### config.mk
export PLATFORM = sky130hd
export DESIGN_NAME = guess_game_core
export DESIGN_NICKNAME = d
export VERILOG_FILES = /design/src/rtl/guess_game_core.sv
export SDC_FILE = /design/constraint.sdc
export NUM_CORES = 1
export LEC_CHECK = 0
export ABC_CLOCK_PERIOD_IN_PS = 5500
export CORE_UTILIZATION = 56
export CTS_CLUSTER_SIZE = 14
export DETAILED_ROUTE_END_ITERATION = 8
export PLACE_DENSITY_LB_ADDON = 0.15
export SYNTH_ARGS = -nofsm -noshare
export SYNTH_HDL_FRONTEND = slang
export SYNTH_SLANG_ARGS = --single-unit
export TNS_END_PERCENT = 50
### constraint.sdc
create_clock -name clk -period 5.5 [get_ports clk]
set_input_delay 1.65 -clock clk [delete_from_list [all_inputs] [get_ports clk]]
set_output_delay 1.65 -clock clk [all_outputs]
set_load 0.02 [all_outputs]
### src/rtl/guess_game_core.sv
// Number-guessing game engine: draws a target from rand_in, scores guesses and emits LCD command codes.
// Define GUESS_TIMEOUT_EN to add a per-guess timeout that consumes a trial after TIMEOUT_CYCLES idle cycles.
module guess_game_core #(
    parameter int WIDTH          = 8,
    parameter int MAX_VALUE      = 99,
    parameter int MAX_TRIALS     = 5,
    parameter int TRIAL_W        = 3,
    parameter int TIMEOUT_CYCLES = 1000
) (
    input  logic               clk,
    input  logic               rst,
    input  logic               guess_valid,
    input  logic [WIDTH-1:0]   guess,
    input  logic [WIDTH-1:0]   rand_in,
    output logic [2:0]         cmd,
    output logic               cmd_valid,
    output logic [TRIAL_W-1:0] trials_left,
    output logic [WIDTH-1:0]   low_bound,
    output logic [WIDTH-1:0]   high_bound,
    output logic [7:0]         wins,
    output logic [1:0]         state_o
);

    // Reject parameter sets the datapath widths cannot represent.
    if (MAX_VALUE >= (1 << WIDTH) || MAX_VALUE < 0 || MAX_TRIALS < 1 ||
        MAX_TRIALS >= (1 << TRIAL_W) || TIMEOUT_CYCLES < 1) begin : g_bad_cfg
        $error("guess_game_core: illegal parameter combination");
    end

    localparam logic [1:0] S_IDLE = 2'b00;
    localparam logic [1:0] S_ARM  = 2'b01;
    localparam logic [1:0] S_PLAY = 2'b10;
    localparam logic [1:0] S_END  = 2'b11;

    localparam logic [2:0] CMD_CORRECT = 3'b000;
    localparam logic [2:0] CMD_FAILED  = 3'b001;
    localparam logic [2:0] CMD_UP      = 3'b010;
    localparam logic [2:0] CMD_DOWN    = 3'b011;
    localparam logic [2:0] CMD_RETRY   = 3'b100;
    localparam logic [2:0] CMD_START   = 3'b101;
    localparam logic [2:0] CMD_ENTER   = 3'b110;
    localparam logic [2:0] CMD_RANGE   = 3'b111;

    localparam logic [WIDTH-1:0]   MAX_V       = WIDTH'(MAX_VALUE);
    localparam logic [TRIAL_W-1:0] TRIALS_INIT = TRIAL_W'(MAX_TRIALS);

    logic [1:0]         state, state_n;
    logic [WIDTH-1:0]   target, target_n;
    logic [WIDTH-1:0]   low_n, high_n;
    logic [TRIAL_W-1:0] trials_n, trials_dec;
    logic [7:0]         wins_n;
    logic [2:0]         cmd_n;
    logic               cmd_valid_n;
    logic               in_range;
    logic               timeout_hit;

    assign trials_dec = trials_left - TRIAL_W'(1);
    assign in_range   = (guess >= low_bound) && (guess <= high_bound);
    assign state_o    = state;

`ifdef GUESS_TIMEOUT_EN
    localparam int TO_W = (TIMEOUT_CYCLES > 1) ? $clog2(TIMEOUT_CYCLES) : 1;

    logic [TO_W-1:0] to_count;

    assign timeout_hit = (state == S_PLAY) && (to_count == TO_W'(TIMEOUT_CYCLES - 1));

    // Held at zero outside PLAY, so every entry to PLAY starts a fresh count.
    always_ff @(posedge clk) begin
        if (rst) begin
            to_count <= '0;
        end else if (state != S_PLAY || guess_valid || timeout_hit) begin
            to_count <= '0;
        end else begin
            to_count <= to_count + TO_W'(1);
        end
    end
`else
    assign timeout_hit = 1'b0;
`endif

    always_comb begin
        state_n     = state;
        target_n    = target;
        trials_n    = trials_left;
        low_n       = low_bound;
        high_n      = high_bound;
        wins_n      = wins;
        cmd_n       = cmd;
        cmd_valid_n = 1'b0;

        case (state)
            S_IDLE: begin
                state_n = S_ARM;
            end

            // Rejection sampling keeps the target uniform over 0..MAX_VALUE.
            S_ARM: begin
                if (rand_in <= MAX_V) begin
                    target_n    = rand_in;
                    trials_n    = TRIALS_INIT;
                    low_n       = '0;
                    high_n      = MAX_V;
                    cmd_n       = CMD_ENTER;
                    cmd_valid_n = 1'b1;
                    state_n     = S_PLAY;
                end
            end

            S_PLAY: begin
                if (guess_valid) begin
                    cmd_valid_n = 1'b1;
                    if (!in_range) begin
                        cmd_n = CMD_RANGE;
                    end else if (guess == target) begin
                        cmd_n   = CMD_CORRECT;
                        state_n = S_END;
                        if (wins != 8'hFF) begin
                            wins_n = wins + 8'd1;
                        end
                    end else begin
                        trials_n = trials_dec;
                        if (trials_dec == '0) begin
                            cmd_n   = CMD_FAILED;
                            state_n = S_END;
                        end else if (guess > target) begin
                            cmd_n  = CMD_DOWN;
                            high_n = guess - WIDTH'(1);
                        end else begin
                            cmd_n = CMD_UP;
                            low_n = guess + WIDTH'(1);
                        end
                    end
                end else if (timeout_hit) begin
                    cmd_valid_n = 1'b1;
                    trials_n    = trials_dec;
                    if (trials_dec == '0) begin
                        cmd_n   = CMD_FAILED;
                        state_n = S_END;
                    end else begin
                        cmd_n = CMD_ENTER;
                    end
                end
            end

            S_END: begin
                if (guess_valid) begin
                    if (guess == WIDTH'(1)) begin
                        cmd_n       = CMD_START;
                        cmd_valid_n = 1'b1;
                        state_n     = S_ARM;
                    end else if (guess == '0) begin
                        cmd_n       = CMD_RETRY;
                        cmd_valid_n = 1'b1;
                    end
                end
            end

            default: begin
                state_n = S_IDLE;
            end
        endcase
    end

    always_ff @(posedge clk) begin
        if (rst) begin
            state       <= S_IDLE;
            target      <= '0;
            trials_left <= TRIALS_INIT;
            low_bound   <= '0;
            high_bound  <= MAX_V;
            wins        <= 8'd0;
            cmd         <= CMD_ENTER;
            cmd_valid   <= 1'b0;
        end else begin
            state       <= state_n;
            target      <= target_n;
            trials_left <= trials_n;
            low_bound   <= low_n;
            high_bound  <= high_n;
            wins        <= wins_n;
            cmd         <= cmd_n;
            cmd_valid   <= cmd_valid_n;
        end
    end

endmodule
After elaboration in Yosys (flattened, before gate mapping) --
Cells that the tools add are included.
Word-level totals: register bits 41, bits of input ports 19, word-level logic and storage cells 89
Cells by class: add/sub/neg operators 4, $lt $le $gt $ge 4, equality and inequality tests 17, mux-type cells 43, reduce and logical (&&, ||, !) cells 13
Operators with widths (count):
- 2-to-1 mux 8 bit | 12
- case mux 8 bit (2 select lines) | 2
- 2-to-1 mux 3 bit | 10
- 2-to-1 mux 2 bit | 9
- inequality test 2 bit, second input constant | 9
- adder 8 x 1 -> 8 bit, second input constant | 2
- AND reduction 5 bit | 3
- AND reduction 7 bit | 2
- case mux 3 bit (3 select lines) | 1
- == test 8 x 1 -> 1 bit, second input constant | 1
- == test 8 bit | 1
- >= comparator 8 bit | 1
- > comparator 8 bit | 1
- <= comparator 8 x 7 -> 1 bit, second input constant | 1
- <= comparator 8 bit | 1
- zero test 8 bit | 1
- inequality test 8 bit, second input constant | 1
- case mux 2 bit (4 select lines) | 1
- subtractor 8 x 1 -> 8 bit, second input constant | 1
- 2-to-1 mux 1 bit | 6
- inequality test 3 bit, second input constant | 2
- case mux 3 bit (2 select lines) | 1
- AND reduction 6 bit | 1
- == test 2 bit, second input constant | 2
- other kinds (9) | 9

Logic depth before layout (Yosys ltp) --
word-level depth 7, depth in mapped cells 10, gate-level depth less buffers 9

Worst setup path after synthesis --
OpenSTA, ideal clock, no wires.
path type input port to flip-flop, start in guess[1], end reg high_bound[0], library setup time 122 ps, data arrival time 3411 ps, required time 5378 ps, path slack 1967 ps, stages 9, path buffers 1, path through ha_1 nor2b_1 o211ai_1 a21oi_1 o22a_4 or2_4 or3b_1 buf_2 o32a_1
On the way: longest elaborated chain between the ends 4
Ends and longest elaborated chain:
- start, declared | RTL line 13 | input logic [WIDTH-1:0] guess,
- >= comparator 8 bit or <= comparator 8 bit (tied branches) | RTL line 58 | assign in_range = (guess >= low_bound) && (guess <= high_bound);
- logical AND 1 bit | RTL line 58
- inequality test 2 bit (no line)
- AND reduction 7 bit (no line) *
- end signal, assigned | RTL line 180 | high_bound <= high_n;
- end, declared | RTL line 19 | output logic [WIDTH-1:0] high_bound,
Mark *: on every way between the ends. The rest lies on a longest branch, timed or not. A chain may end at the register's enable or synchronous reset.

Worst setup path after layout --
start in guess[0], end reg low_bound[0]
On the way: longest elaborated chain between the ends 7
Ends and longest elaborated chain:
- adder 8 x 1 -> 8 bit | RTL line 131 | low_n = guess + WIDTH'(1);
- 2-to-1 mux 8 bit | RTL line 126 | end else if (guess > target) begin
- 2-to-1 mux 8 bit | RTL line 123 | if (trials_dec == '0) begin
- 2-to-1 mux 8 bit | RTL line 115 | end else if (guess == target) begin
- 2-to-1 mux 8 bit | RTL line 113 | if (!in_range) begin
- 2-to-1 mux 8 bit | RTL line 111 | if (guess_valid) begin
- case mux 8 bit (2 select lines) | RTL line 92 | case (state)
- end signal, assigned | RTL line 179 | low_bound <= low_n;
- end, declared | RTL line 18 | output logic [WIDTH-1:0] low_bound,
Several ways; a longest one is shown, not always the timed one. The select of a mux whose other input is x is not followed.

==> impl_metrics.env <==
export IMPL_synth_compound_area_share_pct=20.1
export IMPL_cts_tree="yes"
export IMPL_finalWorstSetupSlack_ns=1.09
export IMPL_min_path_cells=2
export IMPL_synth_seq_area_share_pct=30.3
export IMPL_synth_top_family_by_area="compound AO/OA/AOI/OAI gates"
export IMPL_start_util_pct=60.1
export IMPL_grt_pass1_wl_mm=11.0
export IMPL_cp_cell_sequence="clkdlybuf4s50_1, inv_1, ha_1, nand4_1, nor2_1, o311ai_0, o31ai_1, a21oi_2, a22o_1"
export IMPL_grt_max_degree=30
export IMPL_grt_pass1_vias=2407
export IMPL_synth_fa_ha_area_share_pct=16.6
export IMPL_antenna_found_initial=0
export IMPL_syn_area_um2=2710
export IMPL_synth_area_leaders="dfxtp_1 30%, ha_1 17%, inv_1 5.1%"
export IMPL_ys_warnings_count=0
export IMPL_rows=24
export IMPL_hold_viol_final=0
export IMPL_max_stage_delay_ns=0.78
export IMPL_synthFlopType="dfxtp_1"
export IMPL_peakVddDrop_uv=182
export IMPL_place_ws_ns=0.821
export IMPL_finalNetCount=417
export IMPL_grtUsageTotal_pct=27.3
export IMPL_cap_violations=0
export IMPL_cts_htree_levels=2
export IMPL_via_count=2440
export IMPL_die_w_um=71.5
export IMPL_async_reset_ff_share_pct=0
export IMPL_yosysMostFrequentCell="dfxtp_1"
export IMPL_clock_sinks=41
export IMPL_synth_cell_types=62
export IMPL_required_ns=5.74
export IMPL_ff2ff_setup_slack_ns=2.91
export IMPL_routed_wl_mm=6.44
export IMPL_skew_ns=0.00620
export IMPL_dpl_cell_area_um2=3240
export IMPL_ctsLongestPathBuffers=2
export IMPL_fmax_mhz=227
export IMPL_io_buffers=51
export IMPL_yosys_area_top_type="dfxtp_1"
export IMPL_drive_gt1_share_pct=5.80
export IMPL_core_um2=4500
export IMPL_finalCriticalPeriod_ns=4.41
export IMPL_crit_buf_inv=2
export IMPL_worstMarginPinSlew_ns=0.879
export IMPL_drv_slew=0
export IMPL_die_h_um=71.5
export IMPL_final_area_um2=3330
export IMPL_areaGrowthSynthToFinish_pct=23.0
export IMPL_layout_cells_non_filler=414
export IMPL_powerDensity_nw_per_um2=261
export IMPL_ios=52
export IMPL_cts_hold_buffers=0
export IMPL_wire_per_inst_um=15.6
export IMPL_syn_area_per_cell_um2=8.70
export IMPL_worstSkewPairLatency_ns=0.30
export IMPL_dp_cells=407
export IMPL_synth_top_area_share_pct=30.3
export IMPL_endpoint_kind="flop"
export IMPL_rsz0062_at_grt="false"
export IMPL_diodes=0
export IMPL_path_class="in -> reg"
export IMPL_die_area_um2=5120
export IMPL_drcViolationCount=0
export IMPL_worst_r2r_path_depth=8
export IMPL_post_cts_buffers=0
export IMPL_startpoint_type="input pin"
export IMPL_first_iter_violations=164
export IMPL_syn_inst=311
export IMPL_status="complete, no violations"
export IMPL_cp_slowest_cell="o311ai_0"
export IMPL_synth_net_count=366
export IMPL_min_path_type="reg -> reg"
export IMPL_total_power_mw=0.869
export IMPL_cts_root_buf="clkbuf_8"
export IMPL_numCtsBuffers=5
export IMPL_muxShareOfSynthArea_pct=4.16
export IMPL_dr_pass1_iters=4
export IMPL_critPathArrivalTime_ns=4.65
export IMPL_grt_ovfl_total=0
export IMPL_ys_ff_latch=41
export IMPL_cp_depth=9
export IMPL_finalSetupViolCount=0
export IMPL_synth_edf_count=0
export IMPL_cts_resized=0
export IMPL_crit_fanout=8
export IMPL_clkTransAtPathRegs_ns=0.07
export IMPL_dpl_hpwl_mm=4.92
export IMPL_leakagePower_nw=1.34
export IMPL_fin_setup_tns_ns=0
export IMPL_place_congestion=0.945
export IMPL_avgViaCountPerCell=5.89
export IMPL_critPathTopFamily="compound AO/OA/AOI/OAI gates"
export IMPL_yosys_top_cells_count="41 x dfxtp_1, 37 x inv_1, 36 x ha_1, 29 x nor2_1, 18 x a21oi_1"
export IMPL_synth_xor_area_share_pct=4.53
export IMPL_yosys_area_share_simple_pct=17.4
export IMPL_max_slew_margin_pct=40.7
export IMPL_finalCritPeriodShare_pct=80.2
export IMPL_ant_nets=0
==> worst reg2reg max path, delay by kind of cell, from the launching register on <==
family                   cells  cell delay, ns
AO/OA/AOI/OAI                4            1.55
adder cells (fa/ha/maj)      1            0.29
buffers and inverters        1            0.06
flip-flops                   1            0.36
AND/OR/NAND/NOR              2            0.26
==> per-layer routing <==
| layer | track usage, % | vias to the layer above | wire, um |
|---|---|---|---|
| met5 | 0 | - | 0 |
| met3 | 5.34 | 10 | 325 |
| met4 | 9.37 | 0 | 90 |
| met2 | 45.4 | 77 | 3050 |
| li1 | - | 1219 | - |
| met1 | 35.7 | 1134 | 2970 |
==> final cells by class <==
class,count,area [um^2]
well taps,52,65.1
multi-input cells,225,1700
flip-flops and latches,41,821
inverters,37,139
fillers,356,1170
clock buffers,7,86.3
repair buffers,52,518
==> flip-flops by register name, summed over array words and instances, names as in the netlist <==
name / cells
target: 8
state_o: 2
high_bound: 8
cmd_valid: 1
low_bound: 8
trials_left: 3
cmd: 3
wins: 8
==> cells by family after synthesis <==
group,Yosys count
AO/OA/AOI/OAI,76
XOR/XNOR,14
adder cells (fa/ha/maj),36
buffers and inverters,45
flip-flops,41
multiplexers,11
AND/OR/NAND/NOR,88
==> power breakdown <==
group	internal (mW)	switching [mW]	leakage [nW]
Clock	0.0997	0.102	0.0443
Sequential	0.319	0.0170	0.332
Combinational	0.139	0.193	0.964
==> metrics by stage <==
| step | util [%] | hold slack, ns |
|---|---|---|
| after floorplan | - | 0.453 |
| after global placement | 72.0 | 0.464 |
| after detailed placement | 72.0 | 0.459 |
| after CTS | 73.9 | 0.471 |
| after global routing | 73.9 | 0.500 |
| final | 73.9 | 0.468 |
==> worst paths after layout <==
kind                          start                   endpoint
max                        guess[0]  low_bound[0]$_SDFFE_PP0P_
min             cmd[0]$_SDFFE_PP0P_        cmd[0]$_SDFFE_PP0P_
max reg2reg  target[6]$_SDFFE_PP0P_  low_bound[0]$_SDFFE_PP0P_
min reg2reg     cmd[0]$_SDFFE_PP0P_        cmd[0]$_SDFFE_PP0P_
==> cells in the final DEF, fill, tap and decap left out, types with 3 or more instances in the layout <==
cell	count
clkdlybuf4s50_1	51
dfxtp_1	41
inv_1	37
ha_1	36
nor2_1	29
a21oi_1	18
nand2_1	14
nand3_1	11
o21ai_0	10
mux2i_1	9
xnor2_1	7
xor2_1	7
nand4_1	6
o2bb2ai_1	6
clkbuf_8	6
a2bb2oi_1	4
o22ai_1	4
o31ai_1	4
a21oi_2	3
nor2b_1	3
nor4_1	3
or3_1	3
No activity file was read; power rests on OpenSTA's default activity.
